## config.mk

```make
export PLATFORM = sky130hd
export DESIGN_NAME = bitcell_array_ctrl
export DESIGN_NICKNAME = d
export VERILOG_FILES = /design/src/rtl/bitcell_pkg.sv /design/src/rtl/bitcell_word.sv /design/src/rtl/bitcell_array_ctrl.sv
export SDC_FILE = /design/constraint.sdc
export NUM_CORES = 1
export LEC_CHECK = 0
export CAP_MARGIN = 25
export CORE_UTILIZATION = 40
export DETAILED_ROUTE_END_ITERATION = 7
export PLACE_DENSITY = 0.55
export SKIP_LAST_GASP = 1
export SLEW_MARGIN = 0
export SYNTH_ARGS = -nofsm -noshare
export SYNTH_HDL_FRONTEND = slang
export SYNTH_HIERARCHICAL = 1
export SYNTH_SLANG_ARGS = --single-unit
```

## constraint.sdc

```tcl
create_clock -name clk -period 2.5 [get_ports clk]
set_input_delay 0.75 -clock clk [delete_from_list [all_inputs] [get_ports clk]]
set_output_delay 0.75 -clock clk [all_outputs]
set_load 0.03 [all_outputs]
```

## src/rtl/bitcell_pkg.sv

```systemverilog
// Shared state encoding, access-direction constants and default geometry for the bitcell array.
package bitcell_pkg;

    typedef enum logic [2:0] {
        ST_IDLE     = 3'd0,
        ST_WR_EN    = 3'd1,
        ST_WR_REL   = 3'd2,
        ST_RD_SENSE = 3'd3,
        ST_RD_OUT   = 3'd4
    } state_t;

    localparam logic RW_WRITE = 1'b1;
    localparam logic RW_READ  = 1'b0;

    localparam int DEF_DATA_W = 8;
    localparam int DEF_DEPTH  = 16;
    localparam int DEF_ADDR_W = 4;

endpackage

```

## src/rtl/bitcell_word.sv

```systemverilog
// One latch word: captures d on a clock edge while its word line (en) is high; async clear.
module bitcell_word #(
    parameter int W = 8
) (
    input  logic         clk,
    input  logic         rst,
    input  logic         en,
    input  logic [W-1:0] d,
    output logic [W-1:0] q
);

    always_ff @(posedge clk or posedge rst) begin
        if (rst) begin
            q <= '0;
        end else if (en) begin
            q <= d;
        end
    end

endmodule

```

## src/rtl/bitcell_array_ctrl.sv

```systemverilog
// Word-array sequencer: two-phase write (enable/release) and read (sense/present); optional PARITY_EN adds a parity bit per word.
// Latency: writes busy 2 cycles after accept; rdata_valid is high in the second cycle after accept.
// Backpressure: none; requests arriving while busy or out of range are dropped and flagged on err.
module bitcell_array_ctrl
    import bitcell_pkg::*;
#(
    parameter int DATA_W = DEF_DATA_W,
    parameter int DEPTH  = DEF_DEPTH,
    parameter int ADDR_W = DEF_ADDR_W
) (
    input  logic              clk,
    input  logic              rst,
    input  logic              valid,
    input  logic              rw,
    input  logic [ADDR_W-1:0] addr,
    input  logic [DATA_W-1:0] wdata,
    output logic [DATA_W-1:0] rdata,
    output logic              rdata_valid,
    output logic              busy,
    output logic              err
);

`ifdef PARITY_EN
    localparam int WORD_W = DATA_W + 1;
`else
    localparam int WORD_W = DATA_W;
`endif

    localparam logic [ADDR_W:0] DEPTH_V = (ADDR_W + 1)'(DEPTH);

    state_t              state;
    state_t              next_state;
    logic [ADDR_W-1:0]   addr_q;
    logic [DATA_W-1:0]   wdata_q;
    logic [DEPTH-1:0]    wl_en;
    logic [WORD_W-1:0]   word_d;
    logic [WORD_W-1:0]   word_q [DEPTH];
    logic [WORD_W-1:0]   sel_word;
    logic                in_range;
    logic                accept;
    logic                req_err;
    logic                par_err;

    assign in_range = ({1'b0, addr} < DEPTH_V);
    assign accept   = (state == ST_IDLE) && valid && in_range;
    assign req_err  = valid && ((state != ST_IDLE) || !in_range);
    assign busy     = (state != ST_IDLE);

`ifdef PARITY_EN
    // Even parity: the stored word including its parity bit always has an even number of ones.
    assign word_d  = {^wdata_q, wdata_q};
    assign par_err = (state == ST_RD_SENSE) && (^sel_word);
`else
    assign word_d  = wdata_q;
    assign par_err = 1'b0;
`endif

    always_comb begin
        next_state = state;
        case (state)
            ST_IDLE:     if (accept) next_state = (rw == RW_WRITE) ? ST_WR_EN : ST_RD_SENSE;
            ST_WR_EN:    next_state = ST_WR_REL;
            ST_WR_REL:   next_state = ST_IDLE;
            ST_RD_SENSE: next_state = ST_RD_OUT;
            ST_RD_OUT:   next_state = ST_IDLE;
            default:     next_state = ST_IDLE;
        endcase
    end

    // One-hot word-line decode and read mux, both driven from the latched address.
    always_comb begin
        wl_en    = '0;
        sel_word = '0;
        for (int i = 0; i < DEPTH; i++) begin
            wl_en[i] = (state == ST_WR_EN) && (addr_q == ADDR_W'(i));
            if (addr_q == ADDR_W'(i)) sel_word = word_q[i];
        end
    end

    for (genvar i = 0; i < DEPTH; i++) begin : g_word
        bitcell_word #(.W(WORD_W)) u_word (
            .clk (clk),
            .rst (rst),
            .en  (wl_en[i]),
            .d   (word_d),
            .q   (word_q[i])
        );
    end

    always_ff @(posedge clk or posedge rst) begin
        if (rst) begin
            state       <= ST_IDLE;
            addr_q      <= '0;
            wdata_q     <= '0;
            rdata       <= '0;
            rdata_valid <= 1'b0;
            err         <= 1'b0;
        end else begin
            state       <= next_state;
            rdata_valid <= (state == ST_RD_SENSE);
            err         <= req_err | par_err;
            if (accept) begin
                addr_q  <= addr;
                wdata_q <= wdata;
            end
            if (state == ST_RD_SENSE) rdata <= sel_word[DATA_W-1:0];
        end
    end

endmodule

```

==> results of run 1 <==
## power by group through the flow
stage	logic [uW]	clock network (uW)	registers [uW]
3_3_place_gp	4390	0	4730
3_5_place_dp	4460	0	4730
6_report	4500	2750	4760
4_1_cts	4480	2780	4740
2_1_floorplan	3330	0	4190
5_1_grt	4810	2920	4880
## synthesized netlist by cell type, drive strengths merged
master / instances
nor2: 39
o21ai: 30
clkbuf: 11
nor3: 4
o311ai: 2
or2b: 2
nand3: 4
a41oi: 1
a221oi: 4
o32ai: 1
o22ai: 16
o31a: 1
nor3b: 2
nor2b: 8
and2: 3
a31oi: 1
o221ai: 2
o21bai: 1
a221o: 1
nand2: 22
or3: 2
nand4: 2
inv: 28
or2: 1
a2bb2oi: 2
o31ai: 2
mux2i: 11
nand2b: 9
a21oi: 20
nand3b: 1
a22o: 1
o2111ai: 1
mux4: 7
mux2: 145
buf: 31
dfrtp: 153
o211ai: 2
a21o: 4
a211oi: 2
a22oi: 9
and3b: 1
and3: 1
a2111oi: 1
## kinds of logic after synthesis
kind of cell / Yosys count / synth area share
AOI/OAI and AO/OA: 104 / 0.08495
buffers and inverters: 70 / 0.05706
DFF: 153 / 0.4905
muxes: 163 / 0.3060
and+or+nand+nor: 101 / 0.06155
## layer usage
layer  vias to the layer above  share of wire  GRT usage
met4                         0          0.029    0.09111
met1                      2569           0.47     0.3196
met5                         -              0          0
met3                        39          0.050    0.03982
met2                       167           0.45     0.3295
li1                       2206              -          -
## sequential cells by signal (all words and copies together), names as in the netlist
register         flops
rdata_valid          1
err                  1
rdata                8
addr_q               4
wdata_q              8
g_word.u_word/q    128
state                3
## worst max-delay path: cells and delay by family (launching register included)
family / cells / cell delay (ns)
AND/OR/NAND/NOR: 1 / 0.43
flip-flops: 1 / 0.40
buffers and inverters: 1 / 0.38
## path summary, 6_finish.rpt
kind / end / slack, ns
setup / recovery: busy / 0.11
min in group asynchronous: g_word[10].u_word/q[2] / 0.81
hold reg to reg: state[1] / 0.48
max in group asynchronous: addr_q[0] / 1.36
hold / removal: state[1] / 0.48
setup reg to reg: g_word[3].u_word/q[1] / 0.27
## layout make-up
type / instances / area (sq um) / share of cell area
Clock buffer: 18 / 429.2 / 0.04745
Clock inverter: 14 / 198.9 / 0.02199
Inverter: 28 / 105.1 / 0.01162
Multi-Input combinational cell: 368 / 3532 / 0.3905
Sequential cell: 153 / 3830 / 0.4234
Tap cell: 260 / 325.3 / 0.03597
Timing Repair Buffer: 73 / 624.3 / 0.06903
## metrics by stage
| stage | setup slack (ns) | instance area, sq um | instances | total power, uW | util |
|---|---|---|---|---|---|
| 3_3_place_gp | 0.2781 | 8418 | 882 | 9122 | 0.4456 |
| 5_1_grt | 0.06960 | 9045 | 914 | 12610 | 0.4787 |
| 2_1_floorplan | 0.6755 | 7806 | 591 | 7523 | - |
| 6_report | 0.1123 | 9045 | 914 | 12010 | 0.4787 |
| 4_1_cts | 0.09866 | 9045 | 914 | 12000 | 0.4787 |
| 3_5_place_dp | 0.2507 | 8418 | 882 | 9197 | 0.4456 |
## timing repair
action	CTS	global route
buffers inserted	0	0
hold buffers	0	0
resized for setup	1	0
endpoints found under the setup margin	1	0
==> impl_metrics.tcl, run 1 <==
set metrics [dict create \
    hpwlAfterDp_um 13870 \
    comb_power_share 0.375 \
    worstPathCellList "or3_1, dlygate4sd2_1" \
    h-tree-depth 4 \
    core_sq_um 18890 \
    layout_common_cells "152 x dfrtp_1, 128 x mux2_4, 46 x buf_4, 38 x nor2_1" \
    cp.arrival_ns 1.64 \
    drive_gt1_frac 0.3547 \
    finalWeightedCongestion 0.9008 \
    worstSetupEndpointType "output port" \
    rsz0062_at_grt "no" \
    netlist_top_cells_area "dfrtp_1 49%, mux2_4 25%, buf_6 3.0%, mux2_2 2.5%, nor2_1 1.8%" \
    hold_class "register to register" \
    final_max_slew_viol_count 0 \
    cts-root-buf "clkbuf_16" \
    fmax_mhz 418.8 \
    die_area_sq_um 20080 \
    rr_worst_depth 5 \
    ir_drop_uv 750.4 \
    syn_area_per_cell_sq_um 13.21 \
    start_kind "register" \
    worstSkewPairLatency_ns 0.43 \
    grt-ovfl-total 0 \
    status "completed" \
    rows 50 \
    hp-start "state[2]" \
    internal_power_uw 7556 \
    drt-total-wl_um 20600 \
    p_clk_frac 0.229 \
    power_per_cell_area_nw_per_um2 1327 \
    crit_path_start "state[0]" \
    p_sw_uw 4449 \
    slowest_stage "or3_1" \
    layout_commonest_cell "dfrtp_1" \
    tritoncts "yes" \
    min_period_ns 2.388 \
    die_h_um 141.7 \
    vias 4981 \
    cts.sinks 153 \
    seqPwrFrac 0.396 \
    syn_nets 607 \
    synth_top_area_cell "dfrtp_1" \
    cap_viol_max_count 0 \
    portBuffers 26 \
    ys_warn_count 6 \
    antenna_left 0 \
    grt_pass1_vias 5229 \
    finalSetupTns_ns 0 \
    fin_skew_ns 0.006926 \
    ios 27 \
    max_slew_margin 0.3587 \
    crit_path_max_incr_delay_ns 0.43 \
    grt_pass1_wl_um 32590 \
    clk_pin_slew_worst_paths_ns 0.06 \
    routedWlPerCell_um 22.54 \
    finalHoldViolations 0 \
    netlist_instances 591 \
    leakagePower_uw 0.004136 \
    cts_buffers 17 \
    grt_use_total 0.2220 \
    cts_buffer_depth 2 \
    yosysUniqueCellTypes 51 \
    antenna_found_initial 0 \
    die_width_um 141.7 \
    worstReg2RegStart "addr_q[0]" \
    hold-worst-slack_ns 0.4812 \
    crit_fanout 4 \
    fin_nets 657 \
    min_delay_path_depth 1 \
    first_iter_violations 301 \
    fill_cells 1689 \
    antenna_cells 0 \
    setup_violations 0 \
    netSwitchingFraction 0.3706 \
    path_class "register to output port" \
    netlist_area_sq_um 7806 \
    critPathRequiredTime_ns 1.75 \
    synth_top_area_share 0.4905 \
    area.growth.synth_to_final_pct 15.87 \
    ys_seq_area_frac 0.4905 \
    drc 0 \
    viasPerCell 5.450 \
    grt_start_max_net_pins 31 \
    start_util 0.4132 \
    post-route-period-util 0.9551 \
    worstMarginPinSlew_ns 0.9619 \
    drtPass1Iterations 5 \
    ys_ff_latch 153 \
]
(Power assumes the default switching activity.)
==> run 2, diff against run 1 <==
Settings changed: SLEW_MARGIN 0 to default.
==> results of run 2 <==
Same layout as run 1: the final DEF is identical, and so are final timing and power.
==> run 3, diff against run 2 <==
Settings changed: SYNTH_HIERARCHICAL 1 to default.
==> impl_metrics.tcl, run 3 <==
set metrics [dict create \
    status "completed" \
    leakagePower_uw 0.003768 \
    synth_most_common_cell "dfrtp_1" \
    cts_buffer_depth 2 \
    netlist_top_cells_area "dfrtp_1 53%, mux2_2 22%, mux2i_1 2.9%, mux4_2 1.9%, o21ai_0 1.5%" \
    crit_fanout 4 \
    cts-root-buf "clkbuf_16" \
    timing.reg2reg.setup_slack_ns 0.22 \
    reg_top3 "g_word.u_word.q x128, rdata x8, wdata_q x8" \
    cts_buffers 17 \
    grt-ovfl-total 0 \
    fill_cells 1575 \
    synth_top_area_cell "dfrtp_1" \
    rows 48 \
    synthFlopType "dfrtp_1" \
    p_clk_frac 0.245 \
    worstSetupEndpointType "output port" \
    grt_start_max_net_pins 97 \
    comb_power_share 0.344 \
    seqPwrFrac 0.411 \
    finalWeightedCongestion 0.8506 \
    netSwitchingFraction 0.3567 \
    drive_gt1_frac 0.3721 \
    ys_seq_area_frac 0.5313 \
    finalHoldViolations 0 \
    drtPass1Iterations 5 \
    worstHoldEndpoint "state[1]" \
    placedCellCount 795 \
    syn_nets 568 \
    die_area_sq_um 18560 \
    syn_area_per_cell_sq_um 13.06 \
    path_buf_inv 1 \
    max_slew_margin 0.5333 \
    crit_path_max_incr_delay_ns 0.40 \
    cap_viol_max_count 0 \
    area.growth.synth_to_final_pct 16.41 \
    final_area_sq_um 8389 \
    h-tree-depth 4 \
    min_period_ns 2.334 \
    place_area_sq_um 7770 \
    vias 4716 \
    fin_cells 827 \
    regArea_sq_um 3830 \
    netlist_instances 552 \
    ys_async_sr_fraction 1.000 \
    worstPathCellList "or3_1, dlygate4sd2_1" \
    power_per_cell_area_nw_per_um2 1309 \
    cts_setup_buffers 0 \
    ys_ff_latch 153 \
    ios 27 \
    tritoncts "yes" \
    worstMarginPinSlew_ns 0.7001 \
    post-route-period-util 0.9336 \
    slowest_stage "dfrtp_1" \
    critPathRequiredTime_ns 1.75 \
    routedWlPerCell_um 22.00 \
    hp-start "state[1]" \
    final_max_slew_viol_count 0 \
    crit_family "flip-flops" \
    antenna_left 0 \
    worstSkewPairLatency_ns 0.43 \
    multi_input_area_sq_um 3122 \
    portBuffers 26 \
    setup_violations 0 \
    regMostFlops "g_word.u_word.q" \
    r2r_end "g_word[15].u_word.q[3]" \
    start_util 0.4138 \
    first_iter_violations 347 \
    ys_warn_count 0 \
    p_sw_uw 3916 \
    viasPerCell 5.703 \
    netlist_area_sq_um 7207 \
    drt-total-wl_um 18190 \
    hold_class "register to register" \
    start_kind "register" \
    antenna_found_initial 0 \
    rr_worst_depth 5 \
    fin_skew_ns 0.01873 \
    drc 0 \
    core_sq_um 17420 \
    grt_use_total 0.2139 \
    grt_pass1_wl_um 29010 \
    ir_drop_uv 832.7 \
    path_class "register to output port" \
    layout_common_cells "152 x dfrtp_1, 140 x mux2_2, 27 x buf_4, 25 x clkdlybuf4s50_1" \
    fmax_mhz 428.5 \
    grt_pass1_vias 5101 \
    synth_top_area_share 0.5313 \
    synth_enable_flop_cells 0 \
    die_width_um 136.2 \
    post_cts_resized 1 \
    largest_reg_flops 128 \
    layout_commonest_cell "dfrtp_1" \
    min_delay_path_depth 1 \
    worstReg2RegStart "addr_q[1]" \
    die_h_um 136.2 \
    cp.depth 2 \
    hpwlAfterDp_um 12430 \
    cts.sinks 153 \
    antenna_cells 0 \
    clk_pin_slew_worst_paths_ns 0.06 \
    fin_nets 605 \
    internal_power_uw 7063 \
    synthTopCellsByCount "153 x dfrtp_1, 140 x mux2_2, 21 x mux2i_1, 21 x o21ai_0, 20 x nand2_1" \
    yosysUniqueCellTypes 57 \
    postCtsHoldBufs 0 \
    cp.arrival_ns 1.58 \
    rsz0062_at_grt "no" \
]
run 3: cell count changes after synthesis, sizes merged, moves of 5 or more:
| cell | before | now |
|---|---|---|
| a22o | 1 | 6 |
| mux2i | 11 | 21 |
| buf | 31 | 24 |
| o22ai | 16 | 7 |
| a22oi | 9 | 2 |
| inv | 28 | 7 |
| o21ai | 30 | 24 |
| nor2 | 39 | 19 |
run 3: routing by layer:
| layer | vias up | wire [um] | global-route usage |
|---|---|---|---|
| met5 | - | 0 | 0 |
| met1 | 2454 | 8483 | 0.2945 |
| met2 | 117 | 8733 | 0.3325 |
| met3 | 23 | 677 | 0.04362 |
| met4 | 0 | 299 | 0.07778 |
| li1 | 2122 | - | - |
run 3: how the worst max path moves through the flow:
| stage | from | endpoint | slack, ns |
|---|---|---|---|
| floorplan | rst | addr_q[0] | -0.18 |
| global placement | addr_q[1] | g_word[15].u_word.q[5] | 0.23 |
| detailed placement | addr_q[0] | rdata[0] | 0.22 |
| CTS | state[1] | busy | 0.13 |
| global route | addr_q[0] | rdata[0] | 0.04 |
| finish | state[1] | busy | 0.17 |
run 3: cell type report:
cell class,count,share of cell area
clock buffer,20,0.05324
clock inverter,12,0.02073
inverter,8,0.004027
multi-input combinational,354,0.3721
sequential,153,0.4565
tap,225,0.03356
timing repair buffer,55,0.05981
run 3: cells by family (layout without fill, tap and decap cells):
group,count (synthesis),in the layout,synth area share
muxes,169,169,0.2698
buffers and inverters,45,95,0.03559
DFF,153,153,0.5312
AOI/OAI and AO/OA,103,103,0.1000
and+or+nand+nor,82,82,0.06337
run 3: worst reg2reg max path, delay by kind of cell (launching register included):
kind,cells,cell delay [ns]
and+or+nand+nor,3,0.78
DFF,1,0.59
buffers and inverters,1,0.33
muxes,1,0.47
run 3: power by group through the flow:
stage	sequential [uW]	combinational [uW]	clock, uW
global placement	4520	3720	0
CTS	4510	3800	2760
global route	4670	4090	2870
finish	4510	3780	2690
detailed placement	4550	3790	0
floorplan	4040	3000	0
run 3: metrics by stage:
stage | worst slack (ns) | util | power [uW] | TNS (ns) | hold WS, ns
2_1_floorplan | -0.1809 | - | 7042 | -27.68 | 0.4357
4_1_cts | 0.1336 | 0.4817 | 11060 | 0 | 0.4784
3_5_place_dp | 0.2224 | 0.4461 | 8339 | 0 | 0.4677
5_1_grt | 0.04191 | 0.4817 | 11630 | 0 | 0.5062
3_3_place_gp | 0.2275 | 0.4461 | 8243 | 0 | 0.4597
6_report | 0.1661 | 0.4817 | 10980 | 0 | 0.4823
==> variant 1 (settings of run 2) <==
`DEF_DATA_W`: 8 -> 9.
--- a/src/rtl/bitcell_pkg.sv
+++ b/src/rtl/bitcell_pkg.sv
@@ -12,7 +12,7 @@
     localparam logic RW_WRITE = 1'b1;
     localparam logic RW_READ  = 1'b0;
 
-    localparam int DEF_DATA_W = 8;
+    localparam int DEF_DATA_W = 9;
     localparam int DEF_DEPTH  = 16;
     localparam int DEF_ADDR_W = 4;
 
Ports: changed (resized rdata and wdata); port bits go from 27 to 29. No check against the original RTL was run, so the function may have changed too.
==> variant 1 against run 2 <==
Count of clock-buffer cells in the layout unchanged. Largest power group unchanged. Design area up 12%. Setup slack better by 37 ps. First-iteration DRC count up 22%. Sequential share of layout area up 0.064 points. Sequential cell count up 18. Area after synthesis up 11%. Power up 11%. Wire length up 18%. Fmax up 1.6%.
==> variant 1: results (changes against run 2) <==
Yosys
The number of nets in the synthesized netlist came to 672 (was 607). The share of synthesized area occupied by flip-flops and latches was 0.494 (was 0.490). The area fraction in compound gates after synthesis is 0.0783 (was 0.0849). Top post-synthesis cells by count: 171 x sky130_fd_sc_hd__dfrtp_1, 144 x sky130_fd_sc_hd__mux2_4, 35 x sky130_fd_sc_hd__nor2_1 (was 153 x sky130_fd_sc_hd__dfrtp_1, 128 x sky130_fd_sc_hd__mux2_4, 38 x sky130_fd_sc_hd__nor2_1).

Largest cells by area after synthesis: sky130_fd_sc_hd__dfrtp_1 49%, sky130_fd_sc_hd__mux2_4 25%, sky130_fd_sc_hd__mux2_2 3.1%, sky130_fd_sc_hd__mux2i_1 2.3%, sky130_fd_sc_hd__buf_6 2.2% (was sky130_fd_sc_hd__dfrtp_1 49%, sky130_fd_sc_hd__mux2_4 25%, sky130_fd_sc_hd__buf_6 3.0%, sky130_fd_sc_hd__mux2_2 2.5%, sky130_fd_sc_hd__nor2_1 1.8%).

Global route
The global-route wire length before repair is 38.2 mm (was 32.6 mm). The met3 track demand over resource is 0.0364 (was 0.0398). The global routing met2 resource utilization came to 0.374 (was 0.330).

The fraction of met1 tracks used by global routing was 0.321 (was 0.320). The largest net degree at the start of global routing came to 42 (was 31). The number of global-route vias before repair is 6141 (was 5229).

Worst setup path
The worst path arrival time was 1600 ps (was 1640 ps). The slack of the worst reg-to-reg path is 180 ps (was 270 ps). The depth of the most critical reg-to-reg path came to 6 (was 5).

The start point of the critical path is state[2] (was state[0]). The slowest stage cell on the critical path is sky130_fd_sc_hd__dfrtp_1 (was sky130_fd_sc_hd__or3_1). The critical path's largest stage delay is 400 ps (was 430 ps).

Placed design
The number of input and output port buffers inserted is 28 (was 26). The placed wire-length estimate is 16.6 mm (was 13.9 mm). The final weighted congestion of routability-driven global placement came to 0.908 (was 0.901).

The area after detailed placement is 9480 µm² (was 8420 µm²).

Detailed routing
The total routed wire length on the met1 layer is 11.4 mm (was 9.66 mm). The initial DRC count is 368 (was 301). The routed length on met3 is 817 µm (was 1.04 mm). The total met2 wirelength after detailed routing is 11.4 mm (was 9.30 mm). The number of vias after detailed routing is 5598 (was 4981).

Final layout
The fraction of layout instances using a drive strength above 1 is 0.364 (was 0.355). The number of filler cells placed in the layout is 1867 (was 1689). Largest registers in the final layout: g_word.u_word/q x144, rdata x9, wdata_q x9 (was g_word.u_word/q x128, rdata x8, wdata_q x8). The final net count came to 733 (was 657).

Power
The net load switching power is 5.04 mW (was 4.45 mW). The leakage dissipation is 4.58 nW (was 4.14 nW). The worst supply voltage drop on vdd was 0.000540 V (was 0.000750 V). The power density over the cells was 1320 nW/µm² (was 1330 nW/µm²).

STA
The worst-margin pin slew is 1020 ps (was 962 ps).

Run status
Run status: finished clean (unchanged).
variant 1: changes by cell type in the layout (fill, tap and decap cells not counted), moves of 8 or more:
cell | run 2 | this run
sky130_fd_sc_hd__mux2_4 | 128 | 144
sky130_fd_sc_hd__nand2_1 | 22 | 33
sky130_fd_sc_hd__dfrtp_1 | 152 | 170
sky130_fd_sc_hd__o22ai_1 | 16 | 8
sky130_fd_sc_hd__mux2i_1 | 11 | 20
variant 1: how the worst min path moves through the flow:
stage | to | slack, ps | cells past startpoint
3_3_place_gp | state[1] | 450 | 1
2_1_floorplan | state[1] | 440 | 1
3_5_place_dp | state[1] | 470 | 1
5_1_grt | state[1] | 500 | 1
4_1_cts | state[1] | 480 | 1
6_report | state[1] | 470 | 1
variant 1: worst register-to-register path, cell delays in order (launching register included):
cell	delay (ps)
sky130_fd_sc_hd__dfrtp_2	550
sky130_fd_sc_hd__buf_4	270
sky130_fd_sc_hd__nor3b_1	340
sky130_fd_sc_hd__a22oi_1	170
sky130_fd_sc_hd__a211oi_1	380
sky130_fd_sc_hd__a2bb2oi_1	360
sky130_fd_sc_hd__a2bb2oi_1	180
variant 1: metrics by stage:
| step | instances | total power, mW | hold WS (ps) | setup WS, ps |
|---|---|---|---|---|
| floorplan | 655 | 8.39 | 442 | 493 |
| global placement | 972 | 10.4 | 451 | 304 |
| detailed placement | 972 | 10.5 | 467 | 248 |
| CTS | 1004 | 13.4 | 476 | 121 |
| global route | 1004 | 14.0 | 504 | 60.9 |
| finish | 1004 | 13.3 | 471 | 149 |
variant 1: final cells by class:
class | instances | share of cell area
Inverter | 23 | 0.00855
Tap cell | 275 | 0.0341
Clock buffer | 18 | 0.0425
Clock inverter | 14 | 0.0182
Timing Repair Buffer | 86 | 0.0770
Sequential cell | 171 | 0.424
Multi-Input combinational cell | 417 | 0.396
==> variant 2 (flow settings as in run 2) <==
Without the edit above. Add an input register stage for `valid`, `rw`, `addr` and `wdata`; this delays them by one clock.
--- a/src/rtl/bitcell_array_ctrl.sv
+++ b/src/rtl/bitcell_array_ctrl.sv
@@ -28,6 +28,18 @@
 
     localparam logic [ADDR_W:0] DEPTH_V = (ADDR_W + 1)'(DEPTH);
 
+    logic valid_q;
+    logic rw_q;
+    logic [ADDR_W-1:0] addr_r;
+    logic [DATA_W-1:0] wdata_r;
+
+    always_ff @(posedge clk) begin
+        valid_q <= valid;
+        rw_q    <= rw;
+        addr_r  <= addr;
+        wdata_r <= wdata;
+    end
+
     state_t              state;
     state_t              next_state;
     logic [ADDR_W-1:0]   addr_q;
@@ -41,9 +53,9 @@
     logic                req_err;
     logic                par_err;
 
-    assign in_range = ({1'b0, addr} < DEPTH_V);
-    assign accept   = (state == ST_IDLE) && valid && in_range;
-    assign req_err  = valid && ((state != ST_IDLE) || !in_range);
+    assign in_range = ({1'b0, addr_r} < DEPTH_V);
+    assign accept   = (state == ST_IDLE) && valid_q && in_range;
+    assign req_err  = valid_q && ((state != ST_IDLE) || !in_range);
     assign busy     = (state != ST_IDLE);
 
 `ifdef PARITY_EN
@@ -58,7 +70,7 @@
     always_comb begin
         next_state = state;
         case (state)
-            ST_IDLE:     if (accept) next_state = (rw == RW_WRITE) ? ST_WR_EN : ST_RD_SENSE;
+            ST_IDLE:     if (accept) next_state = (rw_q == RW_WRITE) ? ST_WR_EN : ST_RD_SENSE;
             ST_WR_EN:    next_state = ST_WR_REL;
             ST_WR_REL:   next_state = ST_IDLE;
             ST_RD_SENSE: next_state = ST_RD_OUT;
@@ -100,8 +112,8 @@
             rdata_valid <= (state == ST_RD_SENSE);
             err         <= req_err | par_err;
             if (accept) begin
-                addr_q  <= addr;
-                wdata_q <= wdata;
+                addr_q  <= addr_r;
+                wdata_q <= wdata_r;
             end
             if (state == ST_RD_SENSE) rdata <= sel_word[DATA_W-1:0];
         end
Check against the original RTL: not equivalent (a bounded check fails within 4 cycles, from zero or initial values and one cycle with rst high).
==> variant 2 against run 2 <==
Wire length shrank 2.9%. Design area rose by 2.6%. Power increased by 1.3%. Hold slack got worse by 41 ps. Combinational power rose by 1%. Sequential cell count increased by 14. Largest power group unchanged. Critical path depth unchanged. Cell count grew 0.88%. Die area grew 4.6%. Setup slack got worse by 12 ps. Critical path type unchanged. Area after synthesis up 4.6%.
==> variant 2: results (changes against run 2) <==
Run status
Run status: finished clean (unchanged).

Detailed routing
The routed length on met3 was 877 µm (was 1.04 mm). The average detailed-routed wire length per instance came to 21.7 µm (was 22.5 µm). The number of vias after detailed routing is 4888 (was 4981). The routed via count divided by cell count came to 5.30 (was 5.45). The first-pass detailed-route iteration total is 5 (unchanged). The total routed wire length on the met1 layer is 9.53 mm (was 9.66 mm).

The initial DRC count is 373 (was 301). The total met2 wirelength after detailed routing is 9.26 mm (was 9.30 mm).

Yosys
The multiplexer share of the synthesized area came to 0.301 (was 0.306). The share of synthesized area occupied by flip-flops and latches came to 0.503 (was 0.490). The cell count after synthesis was 600 (was 591). The area fraction in compound gates after synthesis is 0.0823 (was 0.0849). Largest cells by area after synthesis: sky130_fd_sc_hd__dfrtp_1 47%, sky130_fd_sc_hd__mux2_4 24%, sky130_fd_sc_hd__dfxtp_1 3.4%, sky130_fd_sc_hd__mux2i_1 3.2%, sky130_fd_sc_hd__buf_6 2.6% (was sky130_fd_sc_hd__dfrtp_1 49%, sky130_fd_sc_hd__mux2_4 25%, sky130_fd_sc_hd__buf_6 3.0%, sky130_fd_sc_hd__mux2_2 2.5%, sky130_fd_sc_hd__nor2_1 1.8%). The proportion of register bits with asynchronous set or reset after synthesis was 0.916 (was 1.00). The number of nets in the synthesized netlist came to 616 (was 607). Top post-synthesis cells by count: 153 x sky130_fd_sc_hd__dfrtp_1, 130 x sky130_fd_sc_hd__mux2_4, 27 x sky130_fd_sc_hd__inv_1, 27 x sky130_fd_sc_hd__nand2_1, 27 x sky130_fd_sc_hd__nor2_1 (was 153 x sky130_fd_sc_hd__dfrtp_1, 128 x sky130_fd_sc_hd__mux2_4, 38 x sky130_fd_sc_hd__nor2_1). The count of distinct cell types in the synthesized netlist is 56 (was 51).

Power
The worst supply voltage drop on vdd is 0.000797 V (was 0.000750 V). The clock distribution power is 2.63 mW (was 2.75 mW). The power attributed to sequential cells is 4.97 mW (was 4.76 mW). The leakage dissipation is 4.23 nW (was 4.14 nW). The power after layout came to 12.2 mW (was 12.0 mW).

Worst setup path
The end of the worst register-to-register path is g_word[10].u_word/q[2] (was g_word[3].u_word/q[1]). The start point of the critical path is state[2] (was state[0]). The slack of the worst reg-to-reg path was 330 ps (was 270 ps).

Clocking
The number of instances resized during post-cts repair is 1 (unchanged). The clock transition at the registers of the reported paths came to 60 ps (about the same).

STA
The worst hold slack is 440 ps (was 481 ps). The final clock skew is 10.3 ps (was 6.93 ps). The remaining max-slew budget at the tightest pin came to 0.314 (was 0.359).

Global route
The largest net degree at the start of global routing was 27 (was 31). The global-route wire length before repair is 31.6 mm (was 32.6 mm). The number of global-route vias before repair came to 5173 (was 5229). The global routing usage summed across all routing layers is 0.210 (was 0.222).

Final layout
The final net count is 660 (was 657). The number of filler cells placed in the layout is 1729 (was 1689). The count of inserted antenna diode cells is 0 (unchanged).

Placed design
The placed wire-length estimate was 13.6 mm (was 13.9 mm). The final weighted congestion of routability-driven global placement is 0.845 (was 0.901). The number of instances in the placed design is 890 (was 882).

Min path
The hold path endpoint is addr_q[1] (was state[1]). The worst min-delay path startpoint was addr_r[1] (was state[2]).
[variant 2: routing by layer]
metal | track usage | up-vias
li1 | - | 2218
met1 | 0.294 | 2528
met2 | 0.329 | 125
met3 | 0.0365 | 17
met4 | 0.0681 | 0
met5 | 0 | -
[variant 2: through the flow]
stage	setup WS [ps]	instance area, µm²
final	101	9280
after global routing	46.9	9280
after CTS	77.6	9280
after detailed placement	305	8690
after global placement	299	8690
after floorplan	738	8170
[variant 2: cell type report]
| class | count | area (µm²) | area share |
|---|---|---|---|
| clock buffers | 19 | 454 | 0.0490 |
| clock inverters | 13 | 133 | 0.0143 |
| inverters | 28 | 105 | 0.0113 |
| multi-input cells | 363 | 3560 | 0.384 |
| flip-flops and latches | 167 | 4110 | 0.443 |
| well taps | 265 | 332 | 0.0357 |
| repair buffers | 67 | 579 | 0.0624 |
[variant 2: cell families after synthesis]
group,count (synthesis)
buffers and inverters,70
AOI/OAI and AO/OA,97
DFF,167
and+or+nand+nor,89
muxes,177
